[config.mk]
export PLATFORM = sky130hd
export DESIGN_NAME = axis_pkt_arbiter
export DESIGN_NICKNAME = d
export VERILOG_FILES = /design/src/rtl/axis_pkt_arbiter.sv
export SDC_FILE = /design/constraint.sdc
export NUM_CORES = 1
export LEC_CHECK = 0
export BUFFER_PORTS_ARGS = -buffer_cell sky130_fd_sc_hd__buf_4
export CORE_AREA = 10 10 151 153
export DETAILED_ROUTE_END_ITERATION = 16
export DIE_AREA = 0 0 161 163
export SYNTH_ARGS = -nofsm -noshare
export SYNTH_HDL_FRONTEND = slang
export SYNTH_SLANG_ARGS = --single-unit
[constraint.sdc]
create_clock -name clk -period 4.5 [get_ports clk]
set_input_delay 0.45 -clock clk [delete_from_list [all_inputs] [get_ports clk]]
set_output_delay 0.45 -clock clk [all_outputs]
set_load 0.02 [all_outputs]
[src/rtl/axis_pkt_arbiter.sv]
// Packet-level round-robin arbiter: NUM_PORTS AXI-Stream masters share one registered output.
// A grant is held until the granted port's tlast beat is accepted, so packets never interleave.
module axis_pkt_arbiter #(
  parameter int NUM_PORTS = 4,
  parameter int DATA_W    = 64,
  parameter int KEEP_W    = DATA_W/8,
  parameter int ID_W      = 2,
  parameter int CNT_W     = 32
) (
  input  logic                        clk,
  input  logic                        rst,
  input  logic [NUM_PORTS*DATA_W-1:0] s_axis_tdata,
  input  logic [NUM_PORTS*KEEP_W-1:0] s_axis_tkeep,
  input  logic [NUM_PORTS-1:0]        s_axis_tvalid,
  input  logic [NUM_PORTS-1:0]        s_axis_tlast,
  output logic [NUM_PORTS-1:0]        s_axis_tready,
  output logic [DATA_W-1:0]           m_axis_tdata,
  output logic [KEEP_W-1:0]           m_axis_tkeep,
  output logic                        m_axis_tvalid,
  output logic                        m_axis_tlast,
  output logic [ID_W-1:0]             m_axis_tid,
  input  logic                        m_axis_tready,
  output logic                        busy,
  output logic [CNT_W-1:0]            pkt_cnt
);
  typedef enum logic {IDLE, XFER} state_t;

  state_t                           state, state_nx;
  logic [ID_W-1:0]                  grant, last_grant, sel;
  logic                             found, out_ready, accept;
  logic [NUM_PORTS-1:0][DATA_W-1:0] data_v;
  logic [NUM_PORTS-1:0][KEEP_W-1:0] keep_v;

  assign data_v    = s_axis_tdata;
  assign keep_v    = s_axis_tkeep;
  assign out_ready = !m_axis_tvalid || m_axis_tready;
  assign accept    = (state == XFER) && s_axis_tvalid[grant] && out_ready;
  assign busy      = (state == XFER);

  // Round-robin search starts one past the last granted port.
  always_comb begin
    sel   = last_grant;
    found = 1'b0;
    for (int i = 1; i <= NUM_PORTS; i++) begin
      if (!found && s_axis_tvalid[(int'(last_grant) + i) % NUM_PORTS]) begin
        sel   = ID_W'((int'(last_grant) + i) % NUM_PORTS);
        found = 1'b1;
      end
    end
  end

  always_comb begin
    state_nx = state;
    case (state)
      IDLE:    if (found) state_nx = XFER;
      XFER:    if (accept && s_axis_tlast[grant]) state_nx = IDLE;
      default: state_nx = IDLE;
    endcase
  end

  for (genvar p = 0; p < NUM_PORTS; p++) begin : g_rdy
    assign s_axis_tready[p] = (state == XFER) && (grant == ID_W'(p)) && out_ready;
  end

  always_ff @(posedge clk) begin
    if (rst) begin
      state         <= IDLE;
      grant         <= '0;
      last_grant    <= ID_W'(NUM_PORTS - 1);
      m_axis_tdata  <= '0;
      m_axis_tkeep  <= '0;
      m_axis_tvalid <= 1'b0;
      m_axis_tlast  <= 1'b0;
      m_axis_tid    <= '0;
      pkt_cnt       <= '0;
    end else begin
      state <= state_nx;
      if (state == IDLE && found) grant <= sel;
      if (accept) begin
        m_axis_tdata  <= data_v[grant];
        m_axis_tkeep  <= keep_v[grant];
        m_axis_tlast  <= s_axis_tlast[grant];
        m_axis_tid    <= grant;
        m_axis_tvalid <= 1'b1;
        if (s_axis_tlast[grant]) last_grant <= grant;
      end else if (m_axis_tready) begin
        m_axis_tvalid <= 1'b0;
      end
      if (m_axis_tvalid && m_axis_tready && m_axis_tlast) pkt_cnt <= pkt_cnt + CNT_W'(1);
    end
  end
endmodule
==> impl_metrics.tcl <==
set metrics [dict create \
    antenna_found_initial 0 \
    cts_sinks 113 \
    die_y_um 163 \
    syn_inst 639 \
    place_congestion 0.875 \
    worst_pin_slew_ns 1.05 \
    ctsResizeCount 0 \
    dpl.hpwl_um 21400 \
    max-clock-path-buffers 2 \
    power.switching_mw 0.882 \
    vdd_drop_max_uv 193 \
    cp.required_ns 4.05 \
    endpoint_kind "output pin" \
    wl_met2_um 13800 \
    finalMaxSlewViolations 0 \
    yosysWarnings 0 \
    insertion_delay_ns 0.41 \
    rsz0062_at_grt "false" \
    maxUsedRoutingLayer "met4" \
    clockPowerShare_pct 43.0 \
    max_slew_margin_pct 29.5 \
    grt_pass1_vias 6715 \
    grt_pass1_wl_um 39600 \
    wl_per_cell_um 20.6 \
    cellPowerDensity_nw_per_um2 331 \
    seqPwrFrac_pct 33.4 \
    ant_nets 0 \
    n_fill_cell 1961 \
    final_util_pct 50.3 \
    layout_commonest_cell "buf_4" \
    htree_levels 4 \
    cts_setup_buffers 0 \
    maxCapViolations 0 \
    clock.fmax_mhz 326 \
    die_area_um2 26200 \
    start_util_pct 31.0 \
    skew_ns 0.00951 \
    numCtsBuffers 17 \
    mostFrequentLayoutCells "416 x buf_4, 163 x nand2_1, 111 x dfxtp_1" \
    path_clk_slew_ns 0.06 \
    cts-root-buf "clkbuf_16" \
    wl_met1_um 10600 \
    fin_crit_ns 3.07 \
    wl_met3_um 2110 \
    multi_input_area_um2 3620 \
    register_area_um2 2270 \
    drc 0 \
    syn_area_um2 6160 \
    synth_edf_count 0 \
    ys_ff_latch 113 \
    synth.distinct_cells 38 \
    drive_above_1_share_pct 50.9 \
    dp_cells 1271 \
    drt_iter0_drc 328 \
    async_reset_ff_share_pct 0 \
    layout.cells.non_filler 1303 \
    grt_max_degree 76 \
    vias 6519 \
    port_buffers 411 \
    seq_area_frac_synth_pct 36.7 \
    crit_fanout 41 \
    pwr-share-comb_pct 23.6 \
    synth.net_count 939 \
    finalSetupViolations 0 \
    cts_tree "yes" \
    swShare_pct 26.6 \
    grt.overflow.total 0 \
    die_w_um 161 \
    n_antenna_cell 0 \
    worstSetupStartpointType "register" \
    firstDrtPassIters 6 \
    gr-usage-all-layers_pct 19.3 \
    cts-hold-fix-buffers 0 \
    crit_arrival_ns 2.62 \
    core_um2 19900 \
    p_leak_nw 4.18 \
    layout.nets 1320 \
    hold_viol 0 \
    p_int_mw 2.43 \
    synth_area_per_cell_um2 9.64 \
    synthFlopType "dfxtp_1" \
    critical_path_class "register to output pin" \
    final.setup.tns_ns 0 \
    std_cell_rows 52 \
    finalCritPeriodShare_pct 68.2 \
    hold_class "input port to register" \
    wl_um 26800 \
    viasPerCell 5.00 \
    areaGrowthSynthToFinish_pct 62.4 \
    ioPinCount 412 \
    outcome "complete, no violations" \
]
[through the flow]
step                cell area [um^2]  setup WS (ns)  hold WS (ns)  power, mW
floorplan                       6160           2.69         0.497       1.55
global placement                9380           1.68         0.442       1.92
detailed placement              9380           1.63         0.447       1.92
CTS                            10000           1.29         0.405       3.36
global route                   10000           1.10         0.460       3.47
finish                         10000           1.43         0.412       3.32
[final timing paths]
path                                               startpoint                       endpoint  slack, ns  cells after the start
worst max-delay path                    grant[0]$_SDFFE_PP0P_               s_axis_tready[1]       1.43                      5
worst min-delay path                         s_axis_tvalid[2]          grant[1]$_SDFFE_PP0P_       0.41                      3
worst max register to register          grant[1]$_SDFFE_PP0P_     last_grant[1]$_SDFFE_PP1P_       1.69                      5
worst min register to register  m_axis_tdata[56]$_SDFFE_PP0P_  m_axis_tdata[56]$_SDFFE_PP0P_       0.45                      2
[cells in the mapped netlist (all sizes together) (2+ instances only)]
library cell | number | area, um^2
a21oi | 101 | 505
and2 | 3 | 18.8
and3 | 6 | 37.5
and4 | 7 | 61.3
buf | 29 | 171
clkbuf | 25 | 93.8
dfxtp | 113 | 2260
inv | 8 | 30.0
mux2i | 3 | 30.0
mux4 | 73 | 1640
nand2 | 163 | 612
nand3 | 10 | 50.1
nand4 | 9 | 56.3
nor2 | 16 | 60.1
nor2b | 2 | 12.5
nor3 | 2 | 10.0
o21ai | 10 | 50.1
o31ai | 15 | 113
or3 | 8 | 50.1
or4 | 15 | 113
xnor2 | 2 | 17.5
xor2 | 6 | 52.6
[power by group through the flow]
stage          Clock (mW)  Combinational, mW  Sequential (mW)
6_report             1.43              0.783             1.11
5_1_grt              1.51              0.843             1.11
4_1_cts              1.46              0.796             1.11
3_5_place_dp            0              0.795             1.13
3_3_place_gp            0              0.791             1.12
2_1_floorplan           0              0.366             1.18
[cells by family after synthesis]
kind of cell,after synthesis,synth area share [%]
adders and majority gates,1,0.203
xor gates and xnor gates,8,1.14
and+or+nand+nor,244,17.9
buffers and inverters,62,4.79
muxes,77,27.4
DFF,113,36.7
AOI/OAI and AO/OA,134,11.9
[final cells by class]
class / count / share of cell area (%)
inverter: 8 / 0.300
multi-input combinational: 464 / 36.2
timing repair buffer: 416 / 31.2
clock inverter: 13 / 1.83
tap: 270 / 3.38
sequential: 113 / 22.7
clock buffer: 19 / 4.43
[flip-flops by register name, indices dropped and copies added (netlist names)]
register,cells
m_axis_tid,2
grant,2
busy,1
m_axis_tvalid,1
m_axis_tdata,64
m_axis_tlast,1
m_axis_tkeep,8
pkt_cnt,32
last_grant,2
[worst max-delay path: stages (launching register included)]
cell and delay [ns]:
dfxtp_4 0.34, buf_4 0.57, buf_4 0.71, inv_1 0.17
nor3_1 0.23, buf_4 0.18
[layer usage]
layer	GRT usage (%)	vias to the layer above
met2	33.0	244
met3	6.85	20
li1	-	3124
met4	4.09	0
met5	0	-
met1	22.8	3131
(Power assumes the default switching activity.)
